==> src/rtl/multi_alarm_unit.sv <==
// multi_alarm_unit
//   Holds NUM_ALARMS BCD alarm times, each with its own enable. When the
//   current time first matches an enabled alarm, it rings. The user can snooze
//   it a limited number of times, stop it, or let it silence itself.
//
// Ports
//   clock           system clock
//   reset           asynchronous active-low reset
//   one_minute      single-cycle minute tick
//   current_time    BCD {ms_hr, ls_hr, ms_min, ls_min}
//   load_alarm      write strobe for slot[alarm_index]
//   alarm_index     write address and read address
//   new_alarm_time  BCD alarm time to write
//   alarm_enable    per-slot enable (level)
//   stop_button     single-cycle pulse
//   snooze_button   single-cycle pulse
//   alarm_time_rd   combinational read of slot[alarm_index]; 0 if out of range
//   alarm_sound     high while ringing
//   snoozed         high while snoozed
//   ringing_index   slot that caused the current or last ring
//   snooze_count    snoozes taken for the current or last trigger
module multi_alarm_unit #(
  parameter int NUM_ALARMS       = 4,
  parameter int IDX_W            = 2,
  parameter int SNOOZE_MIN       = 5,
  parameter int RING_TIMEOUT_MIN = 10,
  parameter int MAX_SNOOZE       = 3
) (
  input  logic                  clock,
  input  logic                  reset,
  input  logic                  one_minute,
  input  logic [15:0]           current_time,
  input  logic                  load_alarm,
  input  logic [IDX_W-1:0]      alarm_index,
  input  logic [15:0]           new_alarm_time,
  input  logic [NUM_ALARMS-1:0] alarm_enable,
  input  logic                  stop_button,
  input  logic                  snooze_button,
  output logic [15:0]           alarm_time_rd,
  output logic                  alarm_sound,
  output logic                  snoozed,
  output logic [IDX_W-1:0]      ringing_index,
  output logic [3:0]            snooze_count
);

  localparam int RING_W = $clog2(RING_TIMEOUT_MIN + 1);
  localparam int SNZ_W  = $clog2(SNOOZE_MIN + 1);

  typedef enum logic [1:0] {
    ST_IDLE    = 2'd0,
    ST_RINGING = 2'd1,
    ST_SNOOZED = 2'd2
  } state_t;

  logic [15:0]           slot_q [NUM_ALARMS];
  logic [NUM_ALARMS-1:0] match;
  logic [NUM_ALARMS-1:0] match_q;
  logic [NUM_ALARMS-1:0] rise;
  logic                  trig;
  logic [IDX_W-1:0]      winner;
  logic                  ring_en;

  state_t           state_q, state_d;
  logic [RING_W-1:0] ring_cnt_q, ring_cnt_d;
  logic [SNZ_W-1:0]  snz_cnt_q, snz_cnt_d;
  logic [IDX_W-1:0]  ring_idx_q, ring_idx_d;
  logic [3:0]        snooze_cnt_q, snooze_cnt_d;

  // Slot storage. Indices at or above NUM_ALARMS match no slot, so such
  // writes fall on the floor.
  always_ff @(posedge clock or negedge reset) begin
    if (!reset) begin
      for (int i = 0; i < NUM_ALARMS; i++) slot_q[i] <= '0;
    end else if (load_alarm) begin
      for (int i = 0; i < NUM_ALARMS; i++)
        if (alarm_index == IDX_W'(i)) slot_q[i] <= new_alarm_time;
    end
  end

  always_comb begin
    alarm_time_rd = '0;
    for (int i = 0; i < NUM_ALARMS; i++)
      if (alarm_index == IDX_W'(i)) alarm_time_rd = slot_q[i];
  end

  always_comb begin
    match = '0;
    for (int i = 0; i < NUM_ALARMS; i++)
      match[i] = alarm_enable[i] && (slot_q[i] == current_time);
  end

  // Rising-edge detect so a held match fires once.
  assign rise = match & ~match_q;
  assign trig = |rise;

  // Descending scan: the lowest rising index is written last and wins.
  always_comb begin
    winner = '0;
    for (int i = NUM_ALARMS - 1; i >= 0; i--)
      if (rise[i]) winner = IDX_W'(i);
  end

  always_comb begin
    ring_en = 1'b0;
    for (int i = 0; i < NUM_ALARMS; i++)
      if (ring_idx_q == IDX_W'(i)) ring_en = alarm_enable[i];
  end

  always_ff @(posedge clock or negedge reset) begin
    if (!reset) match_q <= '0;
    else        match_q <= match;
  end

  // Priority: stop > disable of ringing slot > trig > snooze > one_minute.
  // A trig while active re-arms on the new winner, even if it is the same slot
  // rising again. A snooze beyond the limit is ignored and lets a coincident
  // minute tick count.
  always_comb begin
    state_d      = state_q;
    ring_cnt_d   = ring_cnt_q;
    snz_cnt_d    = snz_cnt_q;
    ring_idx_d   = ring_idx_q;
    snooze_cnt_d = snooze_cnt_q;
    case (state_q)
      ST_IDLE: begin
        if (!stop_button && trig) begin
          state_d      = ST_RINGING;
          ring_idx_d   = winner;
          ring_cnt_d   = '0;
          snooze_cnt_d = '0;
        end
      end
      ST_RINGING: begin
        if (stop_button || !ring_en) begin
          state_d = ST_IDLE;
        end else if (trig) begin
          ring_idx_d   = winner;
          ring_cnt_d   = '0;
          snooze_cnt_d = '0;
        end else if (snooze_button && (snooze_cnt_q < 4'(MAX_SNOOZE))) begin
          state_d      = ST_SNOOZED;
          snz_cnt_d    = '0;
          snooze_cnt_d = snooze_cnt_q + 4'd1;
        end else if (one_minute) begin
          ring_cnt_d = ring_cnt_q + RING_W'(1);
          if (ring_cnt_d == RING_W'(RING_TIMEOUT_MIN)) state_d = ST_IDLE;
        end
      end
      ST_SNOOZED: begin
        if (stop_button || !ring_en) begin
          state_d = ST_IDLE;
        end else if (trig) begin
          state_d      = ST_RINGING;
          ring_idx_d   = winner;
          ring_cnt_d   = '0;
          snooze_cnt_d = '0;
        end else if (one_minute) begin
          snz_cnt_d = snz_cnt_q + SNZ_W'(1);
          if (snz_cnt_d == SNZ_W'(SNOOZE_MIN)) begin
            state_d    = ST_RINGING;
            ring_cnt_d = '0;
          end
        end
      end
      default: state_d = ST_IDLE;
    endcase
  end

  always_ff @(posedge clock or negedge reset) begin
    if (!reset) begin
      state_q      <= ST_IDLE;
      ring_cnt_q   <= '0;
      snz_cnt_q    <= '0;
      ring_idx_q   <= '0;
      snooze_cnt_q <= '0;
      alarm_sound  <= 1'b0;
      snoozed      <= 1'b0;
    end else begin
      state_q      <= state_d;
      ring_cnt_q   <= ring_cnt_d;
      snz_cnt_q    <= snz_cnt_d;
      ring_idx_q   <= ring_idx_d;
      snooze_cnt_q <= snooze_cnt_d;
      alarm_sound  <= (state_d == ST_RINGING);
      snoozed      <= (state_d == ST_SNOOZED);
    end
  end

  assign ringing_index = ring_idx_q;
  assign snooze_count  = snooze_cnt_q;

endmodule

==> config.mk <==
export PLATFORM = sky130hd
export DESIGN_NAME = multi_alarm_unit
export DESIGN_NICKNAME = d
export VERILOG_FILES = /design/src/rtl/multi_alarm_unit.sv
export SDC_FILE = /design/constraint.sdc
export NUM_CORES = 1
export LEC_CHECK = 0
export ABC_AREA = 1
export BUFFER_PORTS_ARGS = -buffer_cell sky130_fd_sc_hd__buf_2
export CAP_MARGIN = 20
export CORE_ASPECT_RATIO = 1.2
export CORE_MARGIN = 2
export CORE_UTILIZATION = 36
export DETAILED_ROUTE_END_ITERATION = 8
export GPL_ROUTABILITY_DRIVEN = 0
export SETUP_SLACK_MARGIN = 0.1
export SLEW_MARGIN = 20
export SYNTH_ARGS = -nofsm -noshare
export SYNTH_HDL_FRONTEND = slang
export SYNTH_SLANG_ARGS = --single-unit
export TNS_END_PERCENT = 5
==> constraint.sdc <==
create_clock -name clock -period 2.4 [get_ports clock]
set_clock_uncertainty 0.2 [all_clocks]
set_input_delay 0.36 -clock clock [delete_from_list [all_inputs] [get_ports clock]]
set_output_delay 0.36 -clock clock [all_outputs]
set_load 0.01 [all_outputs]
Yosys cells after proc, flatten, opt, wreduce, memory -nomap -nowiden:

Cells that the tools add are included.

* register bits: 85
* input port bits: 44
* output and inout bits: 24
* logic and storage cells: 124

* $add $sub $neg: 3
* magnitude comparators: 1
* equal/unequal tests: 31
* multiplexer cells: 50
* bitwise operators: 2
* reductions and logical operators: 25

Operators by type and width (number)
* equality test 16 bit: 4
* two-way mux 16 bit: 4
* two-way mux 4 bit: 14
* two-way mux 2 bit: 17
* one-hot mux 4 bit (3 select lines): 2
* two-way mux 3 bit: 6
* != test 2 bit (second input constant): 9
* != test 3 bit (second input constant): 5
* equality test 2 bit (second input constant): 6
* adder 4 x 1 -> 4 bit (second input constant): 2
* equality test 2 x 1 -> 1 bit (second input constant): 4
* AND reduction 2 bit: 4
* AND reduction 8 bit: 1
* AND reduction 7 bit: 1
* logical AND 1 bit: 6
* zero test 2 bit: 3
* one-hot mux 2 bit (3 select lines): 1
* one-hot mux 3 bit (2 select lines): 1
* AND reduction 6 bit: 1
* bitwise AND 4 bit: 1
* equality test 4 bit (second input constant): 1
* < comparator 4 x 2 -> 1 bit (second input constant): 1
* two-way mux 1 bit: 4
* inverter 4 bit: 1
* 11 further kinds: 13

Logic depth before layout (Yosys ltp):

* depth after elaboration: 10
* mapped depth: 17
* depth with buffers taken out: 16

Worst setup path before layout:

No wires, ideal clock.

* kind: register to register
* start point: reg snooze_cnt_q[0], in the netlist snooze_count[0]
* end point: reg alarm_sound
* setup time: 116 ps
* arrival: 1649 ps
* data required time: 2084 ps
* path slack: 435 ps
* cell stages (with the launch flop): 11
* buffers on the path: 0
* period minus slack after synthesis: 1965 ps
* path through: dfrtp_1 ha_1 nor3_1 or2_2 nand2_1 nand2_1 nand2_1 nand2_1 nand2_1 nand2_1 nor2_1

* word-level cells in the longest chain between the ends: 7

Ends and longest elaborated chain
* from (decl): line 67 `logic [3:0] snooze_cnt_q, snooze_cnt_d;`
* from (signal assigned): line 183 `snooze_cnt_q <= snooze_cnt_d;`
* < comparator 4 x 2 -> 1 bit: line 140 `end else if (snooze_button && (snooze_cnt_q < 4'(MAX_SNOOZE))) begin`
* logical AND 1 bit: line 140
* two-way mux 2 bit: line 140
* two-way mux 2 bit: line 136 `end else if (trig) begin`
* two-way mux 2 bit: line 134 `if (stop_button || !ring_en) begin`
* one-hot mux 2 bit (3 select lines): line 124 `case (state_q)`
* equality test 2 x 1 -> 1 bit: line 184 `alarm_sound <= (state_d == ST_RINGING);`
* to (signal assigned): line 184
* to (decl): line 40 `output logic alarm_sound,`

No other way between the ends.
A chain may end at the register's enable or synchronous reset.

Worst setup path after layout:

* start point: reg slot_q[41] in the netlist's numbering
* end point: reg ring_cnt_q[1]

* word-level cells in the longest chain between the ends: 7
* elaborated cells between the ends (all ways): 16
* those cells by class: eq/ne (6); mux (5); bitwise (1); reduce/logical (4)

Ends and longest elaborated chain
* from (decl): line 55 `logic [15:0] slot_q [NUM_ALARMS];`
* from (signal, indexed assignment): line 76 `if (alarm_index == IDX_W'(i)) slot_q[i] <= new_alarm_time;`
* equality test 16 bit (*): line 89 `match[i] = alarm_enable[i] && (slot_q[i] == current_time);`
* logical AND 1 bit (*): line 89
* bitwise AND 4 bit (*): line 93 `assign rise = match & ~match_q;`
* OR reduction 4 bit (*): line 94 `assign trig = |rise;`
* two-way mux 4 bit (tied with other cells): line 152 `end else if (trig) begin`
* two-way mux 4 bit (tied with other cells): line 150 `if (stop_button || !ring_en) begin`
* one-hot mux 4 bit (3 select lines) / AND reduction 8 bit (equally long branches)
* to (signal assigned): line 180 `ring_cnt_q <= ring_cnt_d;`
* to (decl): line 64 `logic [RING_W-1:0] ring_cnt_q, ring_cnt_d;`

Mark *: on every way between the ends. The rest lies on a longest branch, timed or not. The select of a mux whose other input is x is not followed.

==> metrics.md <==
| Metric | Value |
|---|---|
| Synth Area in Compound Gates | 0.144 |
| Clock Latency Late Sink | 350 ps |
| Count of different cell masters after synthesis | 40 |
| Die H | 139 um |
| Crit path buffers/inverters | 1 |
| # diodes | 0 |
| Fillers | 1585 |
| Detailed placer's ending HPWL | 13.2 mm |
| DR vias/cell | 4.98 |
| Comb pwr share | 0.255 |
| DRT iter0 DRCs | 380 |
| Tmin final | 2150 ps |
| Initial antenna violation count | 0 |
| Layout cells sized above 1 | 0.173 |
| CTS H-tree lvls | 3 |
| Max Fclk | 465 MHz |
| First-pass GRT wire length | 26.6 mm |
| Post-synthesis adder-cell area fraction | 0.0206 |
| Relative slew slack | 0.648 |
| NumNets Final | 909 |
| Grt ovf | 0 |
| Final setup viols | 0 |
| Clk sink count | 85 |
| Vias in the first global route | 4945 |
| Yosys top cell area share | 0.389 |
| Die W | 116 um |
| Power per Cell Area | 641 nW/um^2 |
| Mapped cell area | 5470 um^2 |
| CP Class | reg -> reg |
| Flop pwr share | 0.433 |
| First-pass detailed-route iteration total | 5 |
| Worst Path Required | 2490 ps |
| RSZ-0062 raised after global routing | false |
| Seq/Total Area, Yosys | 0.389 |
| Net Switching | 1.43 mW |
| Longest Clk Path Bufs | 2 |
| Synth warn | 0 |
| Net Sw Frac | 0.343 |
| Remaining DRCs | 0 |
| Largest delay share family, worst path | simple AND/OR/NAND/NOR gates |
| Int Pwr | 2.75 mW |
| Placed Cells | 1043 |
| Mux contribution to synthesized area | 0 |
| CTS buffer count | 9 |
| Reg clk slew, reported paths | 60 ps |
| Antenna Nets Post-Route | 0 |
| Clock power share | 0.312 |
| Avg Inst Size Synth | 7.02 um^2 |
| Total negative slack | 0 ps |
| WP data arrival | 2240 ps |
| Slew Viols, Final | 0 |
| Worst-path cell chain | inv_1, nand2_2, o21ai_1, nor2_2, nand2_1, nor2_1, nand4_2, nand2_4, o21bai_4, nand2_4, nand3_4, nor2_4, nand2_1, nand2_1 |
| Crit path capture type | flip-flop |
| Fin. Hold Viols | 0 |
| Die ar. | 16200 um^2 |
| Num ports | 68 |
| Gr usage total | 0.215 |
| Status | finished, final reports clean |
| Clk root buf | clkbuf_16 |
| Crit path top cell by count | nand2_1 |
| CP max stage cell | dfrtp_1 |
| Leak Pwr | 3.30 nW |
| TritonCTS clock tree | built |
| Max_cap viols | 0 |
| CP peak stage delay | 370 ps |
| Largest family of logic cells by synthesized area | simple AND/OR/NAND/NOR gates |
| P&R area growth vs syn | 19.3% |
| Synth Net Count | 831 |
| Site row count | 49 |
| Synth Register Bits | 85 |
| Hold slack | 117 ps |
| Crit path launch type | flip-flop |
| IO Port Bufs | 67 |
| Post-route insts no fill | 1064 |
| Final period util | 0.897 |
| Worst slew pin tran | 528 ps |
| Area leader, netlist | dfrtp_1 |
| Initial Utilization | 0.367 |
| Drt total wl | 16.7 mm |
| Post-Syn Instances | 778 |
| VDD IR max | 281 uV |
| Worst min-delay path class | in -> reg |
| Xor and xnor area share after synthesis | 0.0417 |
| Largest net degree at the start of global routing | 48 |
| Simple-Gate Fraction of Synth Area | 0.309 |
| Synth top area cells | dfrtp_1 (39%), nand2_1 (17%), inv_1 (7.4%), o21ai_0 (7.2%), nor2_1 (4.4%) |
| Critical Path Fanout Max | 8 |
| Core Region | 14900 um^2 |
| Fin util | 0.438 |
| Routed len/inst | 15.7 um |
| Vias | 5300 |
-- metrics by stage --
step           setup WS, ps  instance area, um^2  power, mW
6_report                248                 6520       4.18
2_1_floorplan           435                 5470       2.42
4_1_cts                 186                 6380       4.15
5_1_grt                89.4                 6520       4.43
3_5_place_dp           57.0                 6100       2.84
3_3_place_gp           72.7                 6100       2.83
-- repair_timing --
action / in CTS / in global routing
buffers inserted: 0 / 5
endpoints found under the setup margin: 0 / 16
gates resized for setup: 0 / 26
hold endpoints to repair: 38 / 0
hold buffers: 1 / 0
-- worst reg2reg max path, stage by stage, from the launching register on --
cell	delay (ps)
dfrtp_1	370
inv_1	70
nand2_2	80
o21ai_1	80
nor2_2	170
nand2_1	80
nor2_1	120
nand4_2	160
nand2_4	160
o21bai_4	80
nand2_4	80
nand3_4	140
nor2_4	180
nand2_1	70
nand2_1	60
-- power groups by stage --
| stage | Sequential [mW] | Clock (mW) | Combinational [mW] |
|---|---|---|---|
| floorplan | 1.77 | 0 | 0.650 |
| global placement | 1.83 | 0 | 1.00 |
| detailed placement | 1.83 | 0 | 1.01 |
| CTS | 1.80 | 1.33 | 1.01 |
| global route | 1.84 | 1.40 | 1.20 |
| finish | 1.81 | 1.30 | 1.07 |
-- placed cells by master, fill, tap and decap left out, types with 3 or more instances in the layout --
cell type / n
nand2_1: 248
inv_1: 107
dfrtp_1: 85
o21ai_0: 76
buf_2: 66
nor2_1: 57
buf_4: 22
o21ai_1: 19
nand4_1: 17
xnor2_1: 15
a21oi_1: 14
nand3_1: 13
o2111ai_1: 9
o22ai_1: 9
nor2_2: 9
ha_1: 9
clkbuf_16: 9
nand2_2: 8
inv_2: 7
xnor2_2: 6
nand3b_1: 6
nor3_1: 6
xor2_1: 5
nand2_4: 4
a221oi_1: 3
nand4_4: 3
clkinvlp_4: 3
-- synth_stat cells --
master	n
nand2_1	254
nor2_8	1
o21ai_0	79
nand3_4	1
nor2_4	2
buf_2	4
nand2_2	2
nand3b_1	6
dfrtp_1	85
inv_2	6
nand4_1	17
a2111oi_0	1
o21ai_4	2
or2b_1	1
clkbuf_1	16
xnor2_1	21
ha_1	9
a21oi_1	14
a221oi_1	3
nor3b_1	1
or4_1	2
nor4_1	1
inv_1	108
o211ai_1	1
o21ai_1	16
nor2_1	64
nand4_2	4
nor3_1	6
o2111ai_1	9
buf_4	1
or2_2	2
nor4b_1	2
o22ai_1	9
a2111o_1	1
nand2_4	4
o21bai_4	1
xor2_1	5
nand3_1	13
clkbuf_2	2
nor2_2	2
-- area by class of cell --
class                           instances  area [um^2]  area share
Multi-Input combinational cell        556         2920       0.447
Inverter                              114          428      0.0656
Timing Repair Buffer                   90          526      0.0806
Clock inverter                          3         22.5     0.00345
Sequential cell                        85         2130       0.326
Tap cell                              204          255      0.0391
Clock buffer                           12          246      0.0378
-- final timing paths --
kind	from	end	slack, ps	depth (start not counted)
worst min register to register	slot_q[32]$_DFFE_PN0P_	slot_q[32]$_DFFE_PN0P_	280	2
max in group asynchronous	reset	match_q[0]$_DFF_PN0_	1020	3
worst min-delay path	new_alarm_time[9]	slot_q[25]$_DFFE_PN0P_	120	3
worst max register to register	slot_q[41]$_DFFE_PN0P_	ring_cnt_q[1]$_DFFE_PN0P_	250	14
min in group asynchronous	reset	slot_q[40]$_DFFE_PN0P_	330	2
worst max-delay path	slot_q[41]$_DFFE_PN0P_	ring_cnt_q[1]$_DFFE_PN0P_	250	14
-- state kept, by name (all words and copies together), names as in the netlist --
name	count
snoozed	1
slot_q	64
state_q	2
alarm_sound	1
snooze_count	4
snz_cnt_q	3
ringing_index	2
ring_cnt_q	4
match_q	4
-- routing by layer --
metal  vias up  routed length (um)  track usage
met5         -                   0            0
met4         0                 482       0.0902
met3        36                 731       0.0323
met2       143                7880        0.338
met1      2484                7640        0.292
li1       2637                   -            -
-- cells by family after synthesis --
logic type | after synthesis
adders and majority gates | 9
buffers and inverters | 137
xor gates and xnor gates | 26
and+or+nand+nor | 385
DFF | 85
AOI/OAI and AO/OA | 136
Note: power is estimated with default switching activity, not from simulation.
